==> config.mk <==
export PLATFORM = sky130hd
export DESIGN_NAME = early_debounce_ctrl
export DESIGN_NICKNAME = d
export VERILOG_FILES = /design/src/rtl/early_debounce_ctrl.sv
export SDC_FILE = /design/constraint.sdc
export NUM_CORES = 1
export LEC_CHECK = 0
export ABC_AREA = 1
export CORE_UTILIZATION = 30
export CTS_CLUSTER_DIAMETER = 30
export DETAILED_ROUTE_END_ITERATION = 7
export HOLD_SLACK_MARGIN = 0.06
export PLACE_DENSITY = 0.5
export SLEW_MARGIN = 20
export SYNTH_ARGS = -nofsm -noshare
export SYNTH_HDL_FRONTEND = slang
export SYNTH_SLANG_ARGS = --single-unit
==> constraint.sdc <==
create_clock -name clk -period 1.8 [get_ports clk]
set_input_delay 0.45 -clock clk [delete_from_list [all_inputs] [get_ports clk]]
set_output_delay 0.45 -clock clk [all_outputs]
set_load 0.1 [all_outputs]
==> src/rtl/early_debounce_ctrl.sv <==
// Early-detect multi-channel debouncer: output follows the first edge, then ignores bounces for a tick-timed lockout.
// Latency sw_in->db_out is 3 clk edges; no backpressure. Optional EDGE_PULSE_EN adds rise_p/fall_p pulses.
module early_debounce_ctrl #(
    parameter int NUM_CH     = 4,
    parameter int M          = 100000,
    parameter int WAIT_TICKS = 20
) (
    input  logic              clk,
    input  logic              reset_n,
    input  logic [NUM_CH-1:0] sw_in,
    output logic [NUM_CH-1:0] db_out,
    output logic [NUM_CH-1:0] busy,
    output logic              tick
`ifdef EDGE_PULSE_EN
    ,
    output logic [NUM_CH-1:0] rise_p,
    output logic [NUM_CH-1:0] fall_p
`endif
);

    localparam int PW = $clog2(M);
    localparam int CW = $clog2(WAIT_TICKS + 1);
    localparam logic [PW-1:0] P_LAST  = PW'(M - 1);
    localparam logic [CW-1:0] CNT_LD  = CW'(WAIT_TICKS);
    localparam logic [CW-1:0] CNT_ONE = CW'(1);

    typedef enum logic [1:0] {ZERO, WAIT1, ONE, WAIT0} state_t;

    logic [PW-1:0]     pcnt;
    logic [NUM_CH-1:0] sync1;
    logic [NUM_CH-1:0] sw_s;
    logic [NUM_CH-1:0] db_nxt;
    logic [NUM_CH-1:0] busy_nxt;

    // Free-running prescaler shared by all channels; it never pauses.
    always_ff @(posedge clk or negedge reset_n) begin
        if (!reset_n) begin
            pcnt <= '0;
        end else if (pcnt == P_LAST) begin
            pcnt <= '0;
        end else begin
            pcnt <= pcnt + PW'(1);
        end
    end

    assign tick = (pcnt == P_LAST);

    always_ff @(posedge clk or negedge reset_n) begin
        if (!reset_n) begin
            sync1 <= '0;
            sw_s  <= '0;
        end else begin
            sync1 <= sw_in;
            sw_s  <= sync1;
        end
    end

    for (genvar g = 0; g < NUM_CH; g++) begin : g_ch
        state_t        state;
        state_t        state_nxt;
        logic [CW-1:0] cnt;
        logic [CW-1:0] cnt_nxt;

        always_ff @(posedge clk or negedge reset_n) begin
            if (!reset_n) begin
                state <= ZERO;
                cnt   <= '0;
            end else begin
                state <= state_nxt;
                cnt   <= cnt_nxt;
            end
        end

        // A tick in the cycle that enters WAIT* is ignored because the load wins.
        always_comb begin
            state_nxt = state;
            cnt_nxt   = cnt;
            case (state)
                ZERO: begin
                    if (sw_s[g]) begin
                        state_nxt = WAIT1;
                        cnt_nxt   = CNT_LD;
                    end
                end
                WAIT1: begin
                    if (tick) begin
                        if (cnt == CNT_ONE) state_nxt = ONE;
                        else                cnt_nxt   = cnt - CNT_ONE;
                    end
                end
                ONE: begin
                    if (!sw_s[g]) begin
                        state_nxt = WAIT0;
                        cnt_nxt   = CNT_LD;
                    end
                end
                WAIT0: begin
                    if (tick) begin
                        if (cnt == CNT_ONE) state_nxt = ZERO;
                        else                cnt_nxt   = cnt - CNT_ONE;
                    end
                end
                default: state_nxt = ZERO;
            endcase
        end

        assign db_nxt[g]   = (state_nxt == WAIT1) || (state_nxt == ONE);
        assign busy_nxt[g] = (state_nxt == WAIT1) || (state_nxt == WAIT0);
    end

    // Outputs registered from next state so they move on the same edge as the FSM.
    always_ff @(posedge clk or negedge reset_n) begin
        if (!reset_n) begin
            db_out <= '0;
            busy   <= '0;
        end else begin
            db_out <= db_nxt;
            busy   <= busy_nxt;
        end
    end

`ifdef EDGE_PULSE_EN
    always_ff @(posedge clk or negedge reset_n) begin
        if (!reset_n) begin
            rise_p <= '0;
            fall_p <= '0;
        end else begin
            rise_p <= db_nxt & ~db_out;
            fall_p <= ~db_nxt & db_out;
        end
    end
`endif

endmodule

==> flow_summary.ini, run 1 <==
[cts]
clock_sinks = 59
clock-root-buffer = clkbuf_8
tritoncts = yes
cts_buffer_depth = 2
insertion_delay_ns = 0.34
cts_max_level = 3
postCtsHoldBufs = 0
clk_pin_slew_ns = 0.07
numCtsBuffers = 9

[placed_design]
dpl.hpwl_um = 4410
dp.cells = 529
gp_congestion = 0.878
portBuffers = 14
place_area_sq_um = 3520
pre_cts_ws_ns = 0.0924

[global_routing]
grt_pass1_wl_um = 10700
grt_pass1_vias = 2374
antenna_found_initial = 0
grt_max_degree = 60
gr-total-overflow = 0
track_usage_pct = 13.3

[critical_path]
rr_startpoint = pcnt[1]
critPathMaxStageDelay_ns = 0.43
worstPathRequired_ns = 1.35
crit_cells = 6
reg2reg_depth = 10
r2r_slack_ns = 0.15
startpoint = pcnt[5]
crit_path_start_kind = flip-flop
crit_chain = inv_2, nand3_4, nor2_4, nand2_4, nor2_8, buf_12
worstSetupEndpointType = output port
worstPathArrival_ns = 1.43
critPathKind = reg -> out
path_delay_family = flip-flops
critPathMaxFanout = 4
critPathBufInv = 2
crit_slowest_cell = dfrtp_2
reg2reg_to = g_ch[2].state[1]
worstSetupEndpoint = tick

[timing]
clock.fmax_mhz = 532
rsz0062_at_grt = true
fin_tns_setup_ns = -0.0798
finalHoldViolCount = 0
drv_slew = 0
worst_slew_pin_slew_ns = 0.321
timing.final.crit_share_pct = 104
setup_ws_ns = -0.0798
period_minus_slack_ns = 1.88
fin_skew_ns = 0.0130
slew_headroom_pct = 78.6
setup_violations = 1

[cells_and_area]
fin_nets = 431
layout_common_cells = 86 x nand2_1, 57 x dfrtp_1, 51 x inv_1, 34 x nand3_1, 32 x nor2_1
final_util_pct = 38.8
diodes = 0
final_cell_area_sq_um = 3820
drive_gt1_share_pct = 17.9
final_common_cell = nand2_1
stdcell_count = 552
syn_to_final_growth_pct = 23.8

[logic_synthesis]
synthTopCellsByArea = dfrtp_1 48%, nand2_1 11%, inv_1 6.2%, nand3_1 5.7%, nor2_1 4.1%
synth-seq-cells = 59
synth-compound-area-share_pct = 5.43
ys_seq_area_share_pct = 47.8
avgSynthCellArea_sq_um = 8.13
synthMuxAreaShare_pct = 0
synth_fa_ha_area_share_pct = 3.65
yosys.area_share.simple_pct = 32.7
syn_nets = 395
synth_xor_area_share_pct = 2.55
yosysTopAreaCell = dfrtp_1
synth_top_family_by_area = simple AND/OR/NAND/NOR gates
synth_top_area_share_pct = 47.8
syn-instance-count = 380
yosysUniqueCellTypes = 28
yosysWarningCount = 0
mappedNetlistArea_sq_um = 3090

[drt]
drt.antenna.violating_nets = 0
avgRoutedWirePerCell_um = 11.3
wl_um = 6220
drc = 0
num_vias = 2514
drt-initial-drc-count = 101
drt-pass1-iter-count = 5
viasPerCell = 4.55

[hold_path]
min_path_type = in -> async

[die]
num_io_pins = 15
start_util_pct = 31.3
die_area_sq_um = 10700
core_area_sq_um = 9860
die_x_um = 103
die_height_um = 103
rows = 36

[pwr]
powerDensity_nw_per_um2 = 861
peakVddDrop_uv = 372
p_leak_nw = 1.86

[run_status]
status = complete, but fails checks
violations = negative setup slack

[run]
cap_violations = 0
[metrics by stage]
stage,power (W),hold slack (ns)
final,0.00329,0.0993
after global routing,0.00351,0.118
after CTS,0.00336,0.101
after detailed placement,0.00210,0.336
after global placement,0.00210,0.334
after floorplan,0.00194,0.154
[worst min path at each step]
stage,end,cells past startpoint,startpoint
finish,g_ch[0].cnt[0],2,reset_n
detailed placement,sw_s[0],0,sync1[0]
CTS,g_ch[0].cnt[4],2,reset_n
floorplan,busy[0],0,reset_n
global route,g_ch[3].cnt[1],2,reset_n
global placement,sw_s[0],0,sync1[0]
[cell type report]
type                       instances  area [sq um]
multi-input combinational        258          1400
clock buffer                      12           165
fill                             971          6040
tap                              133           166
inverter                          58           218
clock inverter                     2          35.0
sequential                        59          1480
timing repair buffer              30           358
[cell usage after synthesis, drive strengths merged]
cell and instances:
o21ai 22, nand3 40, xor2 9, buf 3, inv 57, ha 9, dfrtp 59, nor3 7
nand4 19, clkbuf 2, nand3b 2, nand2 94, or2 7, clkinv 1, nor2 37, a21oi 10
o31ai 1, nor4 1
[report_power, final]
part / internal [W] / switching (W)
clock: 0.000734 / 0.000487
sequential: 0.00143 / 0.0000976
combinational: 0.000219 / 0.000322
[worst register-to-register path, delay by kind of cell (launching register included)]
kind                       cells  cell delay [ns]
adders and majority gates      1             0.22
DFF                            1             0.35
buffers and inverters          3             0.32
and+or+nand+nor                6             0.64
[per-layer routing]
layer	routed length [um]	GRT usage, %	vias to the layer above	share of wire [%]
met4	29	5.63	0	0.47
met5	0	0	-	0
met2	3070	22.4	41	49
met3	274	4.57	2	4.4
li1	-	-	1292	-
met1	2850	15.4	1179	46
[what timing repair did]
action                     4_1_cts  5_1_grt
cloned                           0        0
buffers inserted                 6        3
pin swaps                        3        2
setup endpoints to repair        1        1
gates resized for setup          4        6
[state kept, by name, indices dropped and copies added, names as in the netlist]
register,cells
db_out,4
g_ch.state,7
sync1,4
g_ch.cnt,20
sw_s,4
pcnt,17
busy,3
[cells by family (layout without fill, tap and decap cells)]
logic type | count (synthesis) | after routing
compound gates | 33 | 33
flops | 59 | 59
buf+inv | 63 | 102
xor+xnor | 9 | 9
fa+ha+maj | 9 | 9
simple gates | 207 | 207
Note: power is estimated with default switching activity, not from simulation.
==> run 2: changes to the inputs <==
--- a/config.mk
+++ b/config.mk
@@ -9,6 +9,7 @@
 export CORE_UTILIZATION = 30
 export CTS_CLUSTER_DIAMETER = 30
 export DETAILED_ROUTE_END_ITERATION = 7
+export GPL_TIMING_DRIVEN = 0
 export HOLD_SLACK_MARGIN = 0.06
 export PLACE_DENSITY = 0.5
 export SLEW_MARGIN = 20
==> run 2 against run 1 <==
The flow still finishes with violations (negative setup slack); via count down 1.3%; critical path depth unchanged; cell area down 2.4%; core utilization down 0.94 points; power down 7.1%; wire length up 1.3%; first-iteration DRC count up 15%; global-route usage about the same; worst setup slack worse by 0.021 ns; worst hold slack better by 0.25 ns; sequential cell count unchanged; non-clock buffer count up 3; largest power group unchanged.
==> flow_summary.ini, run 2 (same netlist as run 1, synthesis figures left out) <==
[cts]
clock_sinks = 59
cts_buffer_depth = 2
cts_max_level = 3
numCtsBuffers = 9
tritoncts = yes
clock-root-buffer = clkbuf_8
clk_pin_slew_ns = 0.07
insertion_delay_ns = 0.33

[cells_and_area]
fin_nets = 434
final_common_cell = nand2_1
fill_cells = 1007
largest-register = g_ch.cnt
syn_to_final_growth_pct = 20.8
reg_top3 = g_ch.cnt: 20 flops, pcnt: 17 flops, g_ch.state: 7 flops
drive_gt1_share_pct = 17.5
largest_reg_flops = 20
diodes = 0
layout_common_cells = 86 x nand2_1, 55 x dfrtp_1, 51 x inv_1, 34 x nand3_1, 32 x nor2_1

[drt]
viasPerCell = 4.46
drt-pass1-iter-count = 4
drt-initial-drc-count = 116
drc = 0
drt.antenna.violating_nets = 0
avgRoutedWirePerCell_um = 11.3
num_vias = 2482
wl_um = 6300

[hold_path]
hold_path_end = sw_s[0]
min_path_cells = 0
hold_path.startpoint = sync1[0]
min_path_type = reg -> reg

[timing]
setup_ws_ns = -0.101
setup_violations = 1
clock.fmax_mhz = 526
drv_slew = 0
timing.final.crit_share_pct = 106
rsz0062_at_grt = true
slew_headroom_pct = 60.3
period_minus_slack_ns = 1.90
fin_skew_ns = 0.00850
worst_slew_pin_slew_ns = 0.589
finalHoldViolCount = 0
fin_tns_setup_ns = -0.101

[global_routing]
grt_pass1_wl_um = 10700
grt_pass1_vias = 2365
grt_max_degree = 42
antenna_found_initial = 0
gr-total-overflow = 0
track_usage_pct = 13.2

[die]
die_x_um = 103
die_area_sq_um = 10700
core_area_sq_um = 9860
rows = 36
die_height_um = 103
num_io_pins = 15
start_util_pct = 31.3

[pwr]
p_int_w = 0.00213
p_clk_share_pct = 32.9
pwr-share-comb_pct = 17.4
p_leak_nw = 1.80
seqPwrFrac_pct = 49.7
switching_share_pct = 30.5
p_switching_w = 0.000933
powerDensity_nw_per_um2 = 820
power.total_w = 0.00306
peakVddDrop_uv = 310

[critical_path]
reg2reg_depth = 10
worstPathArrival_ns = 1.45
worstPathRequired_ns = 1.35
critPathMaxFanout = 3
reg2reg_to = g_ch[0].cnt[0]
rr_startpoint = pcnt[14]
r2r_slack_ns = 0.17
critPathKind = reg -> out
crit_path_start_kind = flip-flop
worstSetupEndpointType = output port

[run]
cap_violations = 0

[run_status]
status = complete, but fails checks
violations = negative setup slack

[placed_design]
portBuffers = 14
dpl.hpwl_um = 4330
gp_congestion = 0.785
pre_cts_ws_ns = -1.05
[run 2: worst max-delay path by stage]
stage / startpoint / end / slack [ns] / cells past startpoint
after CTS: pcnt[15] / tick / -0.16 / 7
final: pcnt[14] / tick / -0.10 / 6
after global routing: pcnt[5] / tick / -0.18 / 6
after detailed placement: pcnt[0] / tick / -1.05 / 6
after global placement: reset_n / g_ch[2].cnt[2] / -1.75 / 1
after floorplan: pcnt[0] / tick / 0.08 / 5
[run 2: per-stage QoR]
stage / std cells / hold slack, ns / area (sq um) / utilization [%]
2_1_floorplan: 380 / 0.154 / 3090 / -
3_3_place_gp: 527 / 0.333 / 3400 / 34.4
3_5_place_dp: 528 / 0.336 / 3410 / 34.6
4_1_cts: 552 / 0.346 / 3660 / 37.1
5_1_grt: 557 / 0.357 / 3730 / 37.8
6_report: 557 / 0.344 / 3730 / 37.8
[run 2: layout make-up]
cell class | instances | area [sq um] | area share (%)
clock inverters | 3 | 15.0 | 0.402
plain buffers | 5 | 26.3 | 0.704
clock buffers | 13 | 139 | 3.72
flip-flops and latches | 59 | 1480 | 39.7
well taps | 133 | 166 | 4.46
inverters | 58 | 220 | 5.90
multi-input cells | 258 | 1410 | 37.9
repair buffers | 28 | 270 | 7.24
[run 2: worst max-delay path: stages, from the launching register on]
cell and delay (ns):
dfrtp_1 0.41, nor2_2 0.12, nand2_2 0.09, nor2_4 0.12, nand2_4 0.07, nor2_8 0.12
buf_12 0.18
[run 2: per-layer routing]
layer / global-route usage, % / routed length [um] / up-vias
li1: - / - / 1298
met1: 17.0 / 3130 / 1140
met2: 20.9 / 2880 / 32
met3: 3.36 / 183 / 12
met4: 6.18 / 119 / 0
met5: 0 / 0 / -
[run 2: repair_timing]
item | 4_1_cts | 5_1_grt
hold endpoints to repair | 18 | 0
setup buffers | 7 | 5
endpoints found under the setup margin | 9 | 5
gates resized for setup | 45 | 8
hold buffers | 1 | 0
pin swaps | 2 | 3
[run 2: power by group through the flow]
stage / combinational (W) / sequential [W] / clock (W)
detailed placement: 0.000539 / 0.00154 / 0
global placement: 0.000528 / 0.00154 / 0
finish: 0.000532 / 0.00152 / 0.00101
CTS: 0.000538 / 0.00152 / 0.00105
floorplan: 0.000383 / 0.00156 / 0
global route: 0.000614 / 0.00154 / 0.00112
==> run 3: changes to the inputs <==
--- a/config.mk
+++ b/config.mk
@@ -12,6 +12,7 @@
 export GPL_TIMING_DRIVEN = 0
 export HOLD_SLACK_MARGIN = 0.06
 export PLACE_DENSITY = 0.5
+export SKIP_LAST_GASP = 1
 export SLEW_MARGIN = 20
 export SYNTH_ARGS = -nofsm -noshare
 export SYNTH_HDL_FRONTEND = slang
==> results of run 3 <==
No change in the layout: final DEF, timing and power equal those of run 2.
Among the figures that moved: number of gates resized after CTS 45 -> 44
